$ cat src/rtl/tile_rotate_buffer_if.sv
// Bus-side signal bundle for tile_rotate_buffer: sequencer handshake, pixel data and status.
// I_MIRROR exists only when ROT_BUF_MIRROR_EN is defined.
interface tile_rotate_buffer_if #(
  parameter int PIX_W = 24
);
  logic             I_START;
  logic             I_DMA_READY;
  logic             I_WRITE;
  logic [PIX_W-1:0] I_RDATA;
  logic             I_DIRECTION;
  logic [2:0]       I_DEGREES;
`ifdef ROT_BUF_MIRROR_EN
  logic             I_MIRROR;
`endif
  logic [PIX_W-1:0] O_WDATA;
  logic             O_VALID;
  logic             O_FULL;
  logic             O_OVERRUN;

  modport master (
    output I_START, I_DMA_READY, I_WRITE, I_RDATA, I_DIRECTION, I_DEGREES,
`ifdef ROT_BUF_MIRROR_EN
    output I_MIRROR,
`endif
    input  O_WDATA, O_VALID, O_FULL, O_OVERRUN
  );

  modport slave (
    input  I_START, I_DMA_READY, I_WRITE, I_RDATA, I_DIRECTION, I_DEGREES,
`ifdef ROT_BUF_MIRROR_EN
    input  I_MIRROR,
`endif
    output O_WDATA, O_VALID, O_FULL, O_OVERRUN
  );
endinterface

$ cat src/rtl/tile_rotate_buffer.sv
// Captures an 8x8 pixel tile during READ beats and replays it rotated during WRITE beats.
// Optional ROT_BUF_MIRROR_EN adds a horizontal mirror applied before the rotation.
module tile_rotate_buffer #(
  parameter int PIX_W = 24
) (
  input  logic                 I_HCLK,
  input  logic                 I_HRESET_N,
  tile_rotate_buffer_if.slave  bus
);

  typedef enum logic [1:0] {FILL, PREP, DRAIN} state_e;

  state_e           state_q, state_d;
  logic [5:0]       fill_cnt_q, fill_cnt_d;
  logic [5:0]       drain_cnt_q, drain_cnt_d;
  logic [1:0]       ang_q, ang_d;
  logic             mir_q, mir_d;
  logic [PIX_W-1:0] wdata_q, wdata_d;
  logic             valid_q, valid_d;
  logic             full_q, full_d;
  logic             overrun_q, overrun_d;
  logic             wr_en;

  logic [PIX_W-1:0] mem [64];

  logic [1:0]       eff_ang;
  logic             eff_mir;
  logic [5:0]       rd_idx;
  logic [PIX_W-1:0] rd_pix;
  logic             read_beat;
  logic             consume_beat;

  // Output position k = (i,j) -> source index 8*row + col; mirror flips the source column.
  function automatic logic [5:0] map_idx(input logic [5:0] k, input logic [1:0] ang,
                                         input logic mir);
    logic [2:0] i, j, r, c;
    i = k[5:3];
    j = k[2:0];
    case (ang)
      2'd1:    begin r = 3'd7 - j; c = i;        end
      2'd2:    begin r = 3'd7 - i; c = 3'd7 - j; end
      2'd3:    begin r = j;        c = 3'd7 - i; end
      default: begin r = i;        c = j;        end
    endcase
    if (mir) c = 3'd7 - c;
    return {r, c};
  endfunction

  // Counter-clockwise by n is clockwise by (4-n) mod 4, which is a 2-bit negation.
  assign eff_ang = bus.I_DEGREES[2] ? 2'd0
                 : (bus.I_DIRECTION ? bus.I_DEGREES[1:0] : 2'd0 - bus.I_DEGREES[1:0]);
`ifdef ROT_BUF_MIRROR_EN
  assign eff_mir = bus.I_MIRROR;
`else
  assign eff_mir = 1'b0;
`endif

  assign read_beat    = bus.I_DMA_READY && !bus.I_WRITE;
  assign consume_beat = valid_q && bus.I_DMA_READY && bus.I_WRITE;
  assign rd_idx       = (state_q == PREP) ? map_idx(6'd0, eff_ang, eff_mir)
                                          : map_idx(drain_cnt_q + 6'd1, ang_q, mir_q);
  assign rd_pix       = mem[rd_idx];

  always_comb begin
    // NOTE: every next-state signal gets a default first so no path leaves it unassigned (no latches).
    state_d     = state_q;
    fill_cnt_d  = fill_cnt_q;
    drain_cnt_d = drain_cnt_q;
    ang_d       = ang_q;
    mir_d       = mir_q;
    wdata_d     = wdata_q;
    valid_d     = valid_q;
    full_d      = full_q;
    overrun_d   = overrun_q;
    wr_en       = 1'b0;

    if (bus.I_START) begin
      state_d     = FILL;
      fill_cnt_d  = '0;
      drain_cnt_d = '0;
      valid_d     = 1'b0;
      full_d      = 1'b0;
      overrun_d   = 1'b0;
    end else begin
      case (state_q)
        FILL: begin
          if (read_beat) begin
            wr_en      = 1'b1;
            fill_cnt_d = fill_cnt_q + 6'd1;
            if (fill_cnt_q == 6'd63) begin
              state_d = PREP;
              full_d  = 1'b1;
            end
          end
        end
        PREP: begin
          if (read_beat) overrun_d = 1'b1;
          ang_d   = eff_ang;
          mir_d   = eff_mir;
          wdata_d = rd_pix;
          valid_d = 1'b1;
          state_d = DRAIN;
        end
        DRAIN: begin
          if (read_beat) overrun_d = 1'b1;
          if (consume_beat) begin
            wdata_d     = rd_pix;
            drain_cnt_d = drain_cnt_q + 6'd1;
            if (drain_cnt_q == 6'd63) begin
              valid_d     = 1'b0;
              full_d      = 1'b0;
              drain_cnt_d = '0;
              fill_cnt_d  = '0;
              state_d     = FILL;
            end
          end
        end
        default: state_d = FILL;
      endcase
    end
  end

  // NOTE: state registers use non-blocking assignment so every flop samples pre-edge values.
  always_ff @(posedge I_HCLK or negedge I_HRESET_N) begin
    if (!I_HRESET_N) begin
      state_q     <= FILL;
      fill_cnt_q  <= '0;
      drain_cnt_q <= '0;
      ang_q       <= '0;
      mir_q       <= 1'b0;
      wdata_q     <= '0;
      valid_q     <= 1'b0;
      full_q      <= 1'b0;
      overrun_q   <= 1'b0;
    end else begin
      state_q     <= state_d;
      fill_cnt_q  <= fill_cnt_d;
      drain_cnt_q <= drain_cnt_d;
      ang_q       <= ang_d;
      mir_q       <= mir_d;
      wdata_q     <= wdata_d;
      valid_q     <= valid_d;
      full_q      <= full_d;
      overrun_q   <= overrun_d;
    end
  end

  // NOTE: pixel storage has no reset; it is always written before it is read.
  always_ff @(posedge I_HCLK) begin
    if (wr_en) mem[fill_cnt_q] <= bus.I_RDATA;
  end

  assign bus.O_WDATA   = wdata_q;
  assign bus.O_VALID   = valid_q;
  assign bus.O_FULL    = full_q;
  assign bus.O_OVERRUN = overrun_q;

endmodule

$ cat src/flat_wrapper.sv
// flat-port wrapper written by rule: the top's interface ports become plain ports
module tile_rotate_buffer_flat 
#(
  parameter int PIX_W = 24
)
  (I_HCLK, I_HRESET_N, bus_I_START, bus_I_DMA_READY, bus_I_WRITE, bus_I_RDATA, bus_I_DIRECTION, bus_I_DEGREES, bus_O_WDATA, bus_O_VALID, bus_O_FULL, bus_O_OVERRUN);
  tile_rotate_buffer_if #(.PIX_W(PIX_W)) bus_i ();
  input  logic I_HCLK;
  input  logic I_HRESET_N;
  input wire logic [$bits(bus_i.I_START)-1:0] bus_I_START;
  input wire logic [$bits(bus_i.I_DMA_READY)-1:0] bus_I_DMA_READY;
  input wire logic [$bits(bus_i.I_WRITE)-1:0] bus_I_WRITE;
  input wire logic [$bits(bus_i.I_RDATA)-1:0] bus_I_RDATA;
  input wire logic [$bits(bus_i.I_DIRECTION)-1:0] bus_I_DIRECTION;
  input wire logic [$bits(bus_i.I_DEGREES)-1:0] bus_I_DEGREES;
  output wire logic [$bits(bus_i.O_WDATA)-1:0] bus_O_WDATA;
  output wire logic [$bits(bus_i.O_VALID)-1:0] bus_O_VALID;
  output wire logic [$bits(bus_i.O_FULL)-1:0] bus_O_FULL;
  output wire logic [$bits(bus_i.O_OVERRUN)-1:0] bus_O_OVERRUN;
  assign bus_i.I_START = bus_I_START;
  assign bus_i.I_DMA_READY = bus_I_DMA_READY;
  assign bus_i.I_WRITE = bus_I_WRITE;
  assign bus_i.I_RDATA = bus_I_RDATA;
  assign bus_i.I_DIRECTION = bus_I_DIRECTION;
  assign bus_i.I_DEGREES = bus_I_DEGREES;
  assign bus_O_WDATA = bus_i.O_WDATA;
  assign bus_O_VALID = bus_i.O_VALID;
  assign bus_O_FULL = bus_i.O_FULL;
  assign bus_O_OVERRUN = bus_i.O_OVERRUN;
  tile_rotate_buffer #(.PIX_W(PIX_W)) u_core (.I_HCLK(I_HCLK), .I_HRESET_N(I_HRESET_N), .bus(bus_i));
endmodule
$ cat config.mk
export PLATFORM = sky130hd
export DESIGN_NAME = tile_rotate_buffer_flat
export DESIGN_NICKNAME = d
export VERILOG_FILES = /design/src/rtl/tile_rotate_buffer_if.sv /design/src/rtl/tile_rotate_buffer.sv /design/src/flat_wrapper.sv
export SDC_FILE = /design/constraint.sdc
export NUM_CORES = 2
export LEC_CHECK = 0
export ABC_CLOCK_PERIOD_IN_PS = 4700
export CORE_ASPECT_RATIO = 1.25
export CORE_MARGIN = 2
export CORE_UTILIZATION = 38
export DETAILED_ROUTE_END_ITERATION = 7
export GPL_ROUTABILITY_DRIVEN = 1
export PLACE_DENSITY = 0.63
export SETUP_SLACK_MARGIN = 0.05
export SLEW_MARGIN = 20
export SYNTH_ARGS = -nofsm -noshare
export SYNTH_HDL_FRONTEND = slang
export SYNTH_SLANG_ARGS = --single-unit
$ cat constraint.sdc
create_clock -name I_HCLK -period 4.7 [get_ports I_HCLK]
set_clock_uncertainty 0.05 [all_clocks]
set_input_delay 1.175 -clock I_HCLK [delete_from_list [all_inputs] [get_ports I_HCLK]]
set_output_delay 1.175 -clock I_HCLK [all_outputs]
set_load 0.01 [all_outputs]
==> Yosys cells after proc, flatten, opt, wreduce, memory -nomap -nowiden <==
Memory sizes are Yosys's and may differ from the RTL's.
Cells that the tools add are included.
{ "classes": {"n_bitwise": 1, "add_sub_neg": 5, "mux": 40, "reduce_logical": 23, "n_eq_ne": 15} }
{ "op_table": {"columns": ["operator", "count"], "rows": [
  ["$mux W6", 9],
  ["$pmux W24 S2", 1],
  ["$mux W24", 1],
  ["$pmux W3 S3", 2],
  ["$mux W1", 14],
  ["$mux W2", 7],
  ["$add A6 B1 Y6 const B", 2],
  ["$eq A6 B6 Y1 const B", 2],
  ["$ne A3 B2 Y1 const B", 4],
  ["$pmux W6 S2", 1],
  ["$eq A2 B2 Y1 const B", 5],
  ["$reduce_bool A2 Y1", 5],
  ["$reduce_and A4 Y1", 2],
  ["$eq A2 B1 Y1 const B", 3],
  ["$mux W3", 2],
  ["$pmux W2 S3", 1],
  ["$reduce_and A2 Y1", 3],
  ["$reduce_and A3 Y1", 2],
  ["$reduce_bool A3 Y1", 2],
  ["$reduce_or A2 Y1", 3],
  ["$sub A3 B3 Y3 const A", 2],
  ["$reduce_and A5 Y1", 1],
  ["$pmux W1 S2", 2],
  ["$logic_and A1 B1 Y1", 3],
  ["other kinds (5)", 5]
]} }
{ "totals": {"mem_count": 1, "ram_bits": 1536, "wordCells": 93, "ff_bits": 43, "inputBits": 33} }
{ "memory_table": {"columns": ["name", "words", "width", "rd", "rd_clocked_by_memory_dff", "write_ports", "line_no", "text"], "rows": [
  ["u_core.mem", 64, 24, 1, 0, 1, "tile_rotate_buffer.sv:24", "logic [PIX_W-1:0] mem [64];"]
]} }

==> Logic depth before layout (Yosys ltp) <==
An unclocked memory read counts as a cell.
{ "logic_depth": {"ltp_word": 10, "ltp_mapped": 17} }

==> Worst setup path after synthesis <==
No wires, ideal clock.
{ "synth_path": {"path_type": "in2reg", "startpoint": "input port bus_I_DEGREES[1]", "endpoint": "register u_core.wdata_q[16] (netlist: u_core.bus.O_WDATA[16])", "t_arrival_ns": 3.603, "setup_ns": 0.127, "stages": 12, "required_time_ns": 4.523, "slack_ns": 0.920, "path_cell_list": "or4b_4 > o211a_1 > buf_6 > o2111ai_2 > o21a_1 > buf_6 > buf_8 > mux2i_1 > a211oi_1 > or4_1 > a22oi_1 > nand3_1"} }
{ "synth_via": {"elab_chain_cells": 10, "word_cells_on_any_way": 14, "classes_between": "1 x add/sub; 3 x eq/ne; 7 x mux; 2 x reduce/logical; 1 x memory"} }
{ "synth_rtl": {"columns": ["element", "line_no", "text"], "rows": [
  ["start, declared", "flat_wrapper.sv:15", "input wire logic [$bits(bus_i.I_DEGREES)-1:0] bus_I_DEGREES;"],
  ["$sub A1 B2 Y2", "tile_rotate_buffer.sv:51", ": (bus.I_DIRECTION ? bus.I_DEGREES[1:0] : 2'd0 - bus.I_DEGREES[1:0]);"],
  ["$mux W2 *", "tile_rotate_buffer.sv:51", null],
  ["$mux W2 *", "tile_rotate_buffer.sv:50", "assign eff_ang = bus.I_DEGREES[2] ? 2'd0"],
  ["$eq A2 B2 Y1 / $eq A2 B1 Y1 (equally long branches)", "tile_rotate_buffer.sv:39", "case (ang)"],
  ["$reduce_or A2 Y1 (no line)", null, null],
  ["$mux W3", "tile_rotate_buffer.sv:39", null],
  ["$mux W6 *", "tile_rotate_buffer.sv:60", "assign rd_idx = (state_q == PREP) ? map_idx(6'd0, eff_ang, eff_mir)"],
  ["$mem_v2 Z64 W24 *", null, null],
  ["$mux W24", "tile_rotate_buffer.sv:106", "if (consume_beat) begin"],
  ["$pmux W24 S2 *", "tile_rotate_buffer.sv:85", "case (state_q)"],
  ["end signal, assigned", "tile_rotate_buffer.sv:141", "wdata_q <= wdata_d;"],
  ["end, declared", "tile_rotate_buffer.sv:18", "logic [PIX_W-1:0] wdata_q, wdata_d;"]
]} }
Every way passes the cells marked *; elsewhere a longest branch is shown, timed or not. The select of a mux whose other input is x is not followed.
A chain may end at the register's enable or synchronous reset.

==> Worst setup path in the final report <==
{ "layout_path": {"startpoint": "register u_core.state_q[1]", "endpoint": "register u_core.wdata_q[23] (netlist: u_core.bus.O_WDATA[23])"} }
{ "layout_via": {"elab_chain_cells": 5, "word_cells_on_any_way": 9, "classes_between": "3 x eq/ne; 3 x mux; 2 x reduce/logical; 1 x memory"} }
{ "layout_rtl": {"columns": ["element", "line_no", "text"], "rows": [
  ["start, declared", "tile_rotate_buffer.sv:13", "state_e state_q, state_d;"],
  ["start signal, assigned", "tile_rotate_buffer.sv:136", "state_q <= state_d;"],
  ["$eq A2 B1 Y1", "tile_rotate_buffer.sv:60, tile_rotate_buffer.sv:85", null],
  ["$mux W6", "tile_rotate_buffer.sv:60", null],
  ["$mem_v2 Z64 W24", null, null],
  ["$mux W24", "tile_rotate_buffer.sv:106", null],
  ["$pmux W24 S2", "tile_rotate_buffer.sv:85", null]
]} }
Parallel ways exist; a longest one is shown, timed or not. The select of a mux whose other input is x is not followed.

==> flow_metrics.py <==
metrics = {
    "power": {
        "seq_power_share": 0.508,
        "p_sw_mw": 7.19,
        "p_sw_frac": 0.236,
        "internal-power_mw": 23.2,
        "power_frac_clock": 0.396,
        "p_leak_nw": 25.3,
        "pwr-share-comb": 0.095,
        "vdd_drop_max_mv": 0.345,
        "p_per_area_mw_per_mm2": 405,
    },
    "final_layout": {
        "area_growth_pct": 17.7,
        "finalInstanceArea_mm2": 0.0751,
        "instances_no_fill": 7298,
        "layout-drive-gt1-share": 0.159,
        "layout.nets": 5003,
    },
    "clocking": {
        "h-tree-depth": 4,
        "post_cts_resized": 0,
        "cts-root-buf": "clkbuf_16",
        "path_clk_slew_ns": 0.06,
        "cts_setup_buffers": 0,
        "clk_path_buf_depth": 3,
        "numCtsBuffers": 149,
        "postCtsHoldBufs": 0,
        "clock-sinks": 1579,
        "cts_tree": "yes",
        "clock_latency_ns": 0.80,
    },
    "yosys": {
        "synthArstFlopShare": 0.0272,
        "synth_warnings": 0,
        "ys_seq_elements": 1579,
        "ys_top_cells_by_count": "edfxtp_1, nand2_1, nor3_1",
        "synth.avg_cell_area_um2": 13.8,
        "synthCells": 4622,
        "synthesis.area_mm2": 0.0638,
        "syn_nets": 4661,
        "synth_seq_area_share": 0.740,
        "synth.most_common_cell": "edfxtp_1",
        "synth_edf_count": 1536,
        "yosys.area.top_type": "edfxtp_1",
        "ys.flop_type": "edfxtp_1",
        "synth_top_area_frac": 0.723,
        "yosys-top-cells-area": "edfxtp_1, nand2_1, nor3_1",
        "yosys.cell_types.count": 79,
    },
    "timing": {
        "max_slew.worst_pin.slew_ns": 1.10,
        "final_max_slew_viol_count": 0,
        "finalSetupViolCount": 0,
        "fmax_ghz": 0.217,
        "slew_headroom": 0.264,
        "post-route-min-period_ns": 4.61,
        "hold_violations": 0,
        "rsz0062_at_grt": "no",
        "fin_crit_sh": 0.980,
        "whs_ns": 0.457,
    },
    "routing": {
        "vias_per_cell": 5.86,
        "drc": 0,
        "drt_wl_total_mm": 205,
        "drtPass1Iterations": 5,
        "ant_nets": 0,
        "dr_total_vias": 42800,
        "drtIter0Drc": 5603,
        "wl_per_cell_um": 28.0,
    },
    "critical_path": {
        "required_ns": 5.27,
        "critPathMaxStageDelay_ns": 0.92,
        "crit_path_top_delay_cell": "o41ai_2",
        "worstReg2RegStart": "u_core.state_q[1]$_DFFE_PN0P_",
        "critPathMaxFanout": 12,
        "start_kind": "flop",
        "cp-end-kind": "flop",
        "crit_path_start": "u_core.state_q[1]$_DFFE_PN0P_",
        "crit_top_cell": "buf_4",
        "crit_type": "reg -> reg",
        "path_delay_family": "compound AO/OA/AOI/OAI gates",
        "cp_cell_sequence": "inv_1 > ha_1 > clkinv_1 > nand2_1 > o21ai_0 > buf_4 > buf_4 > o21ai_4 > buf_12 > buf_4 > nand3_1 > nand3_1 > a21oi_1 > o41ai_2 > o2111ai_1",
        "critPathArrivalTime_ns": 5.17,
        "cp.buffers_inverters": 6,
    },
    "placed_design": {
        "dp.cells": 7022,
        "gp_congestion": 0.876,
        "port_buffers": 59,
        "dpl-instance-area_mm2": 0.0703,
        "dp_hpwl_mm": 124,
    },
    "floorplanning": {
        "core_mm2": 0.167,
        "num_rows": 168,
        "num_io_pins": 60,
        "die-area_mm2": 0.171,
        "die_y_um": 462,
        "die_width_um": 371,
        "initial_core_util": 0.381,
    },
    "global_route": {
        "track_usage": 0.236,
        "grt_max_degree": 105,
        "grt_overflow": 0,
        "grt_pass1_wl_mm": 293,
        "antenna_found_initial": 9,
        "grt_pass1_vias": 41700,
    },
    "run": {
        "drv_cap": 0,
    },
    "min_path": {
        "worstHoldStart": "u_core.bus.O_OVERRUN$_DFFE_PN0P_",
        "min-delay-path-class": "reg -> reg",
    },
    "run_status": {
        "status": "complete, no violations",
    },
}
-- logic make-up after synthesis --
logic type | count (synthesis) | share of synthesized area
flops | 1579 | 0.740
buf+inv | 335 | 0.0252
mux | 157 | 0.0247
xor+xnor | 11 | 0.00163
simple gates | 1826 | 0.131
fa+ha+maj | 6 | 0.00118
compound gates | 708 | 0.0770
-- per-layer routing --
metal	global-route usage	routed length (µm)	vias up
li1	-	-	18400
met1	0.292	75900	21700
met3	0.0368	16400	504
met2	0.400	101000	2197
met5	0	10	-
met4	0.122	11100	2
-- final timing paths --
kind / slack, ns / end / cells after the start
max in group asynchronous: 3.20 / u_core.bus.O_WDATA[15]$_DFFE_PN0P_ / 2
hold / removal: 0.46 / u_core.bus.O_OVERRUN$_DFFE_PN0P_ / 2
min in group asynchronous: 0.49 / u_core.bus.O_OVERRUN$_DFFE_PN0P_ / 1
hold reg to reg: 0.46 / u_core.bus.O_OVERRUN$_DFFE_PN0P_ / 2
setup reg to reg: 0.09 / u_core.bus.O_WDATA[23]$_DFFE_PN0P_ / 15
setup / recovery: 0.09 / u_core.bus.O_WDATA[23]$_DFFE_PN0P_ / 15
-- worst register-to-register path, cell delays in order, from the launching register on --
cell	delay, ns
dfrtp_1	0.40
inv_1	0.12
ha_1	0.42
clkinv_1	0.49
nand2_1	0.32
o21ai_0	0.13
buf_4	0.16
buf_4	0.13
o21ai_4	0.32
buf_12	0.20
buf_4	0.23
nand3_1	0.12
nand3_1	0.11
a21oi_1	0.10
o41ai_2	0.92
o2111ai_1	0.23
-- through the flow --
stage | setup TNS, ns | total power [mW] | worst slack (ns) | utilization
2_1_floorplan | 0 | 17.2 | 0.920 | -
3_3_place_gp | -7.67 | 18.6 | -1.12 | 0.420
3_5_place_dp | -4.86 | 18.6 | -0.532 | 0.420
4_1_cts | 0 | 30.5 | 0.0931 | 0.449
5_1_grt | 0 | 31.2 | 0.0639 | 0.449
6_report | 0 | 30.4 | 0.0917 | 0.449
-- registers in the layout (all words and copies together) (netlist names) --
name / count
u_core.bus.O_VALID: 1
u_core.fill_cnt_q: 6
u_core.drain_cnt_q: 6
u_core.ang_q: 2
u_core.mem: 1536
u_core.bus.O_WDATA: 24
u_core.bus.O_FULL: 1
u_core.bus.O_OVERRUN: 1
u_core.state_q: 2
-- power groups by stage --
stage          Clock (mW)  Combinational, mW  Sequential, mW
6_report             12.1               2.90            15.5
5_1_grt              12.7               3.09            15.4
4_1_cts              12.2               2.88            15.5
3_5_place_dp            0               2.86            15.8
3_3_place_gp            0               2.83            15.8
2_1_floorplan           0               1.47            15.8
-- cell usage in the layout (no fill, tap or decap), drive strengths merged, types with 15 or more instances in the layout --
| cell | Yosys | routed |
|---|---|---|
| a211oi | 28 | 28 |
| a21oi | 224 | 224 |
| a221o | 55 | 55 |
| a221oi | 32 | 32 |
| and2 | 18 | 18 |
| and3 | 28 | 28 |
| buf | 153 | 482 |
| clkbuf | 172 | 182 |
| clkdlybuf4s50 | 0 | 34 |
| clkinv | 2 | 68 |
| dfrtp | 43 | 43 |
| edfxtp | 1536 | 1536 |
| inv | 8 | 15 |
| mux2i | 151 | 151 |
| nand2 | 686 | 686 |
| nand3 | 255 | 255 |
| nand4 | 42 | 42 |
| nor2 | 286 | 286 |
| nor2b | 15 | 15 |
| nor3 | 325 | 325 |
| nor4 | 33 | 33 |
| o2111ai | 17 | 17 |
| o211ai | 105 | 105 |
| o21ai | 91 | 91 |
| or3 | 99 | 99 |
-- area by class of cell --
cell class                      count  area [µm²]
Multi-Input combinational cell   2708       15500
Inverter                           10        37.5
Fill cell                       14800       92200
Clock inverter                     91         850
Clock buffer                      182        3970
Sequential cell                  1579       47200
Antenna cell                        2        5.00
Timing Repair Buffer              516        4830
Tap cell                         2210        2770
No activity file was read; power rests on OpenSTA's default activity.
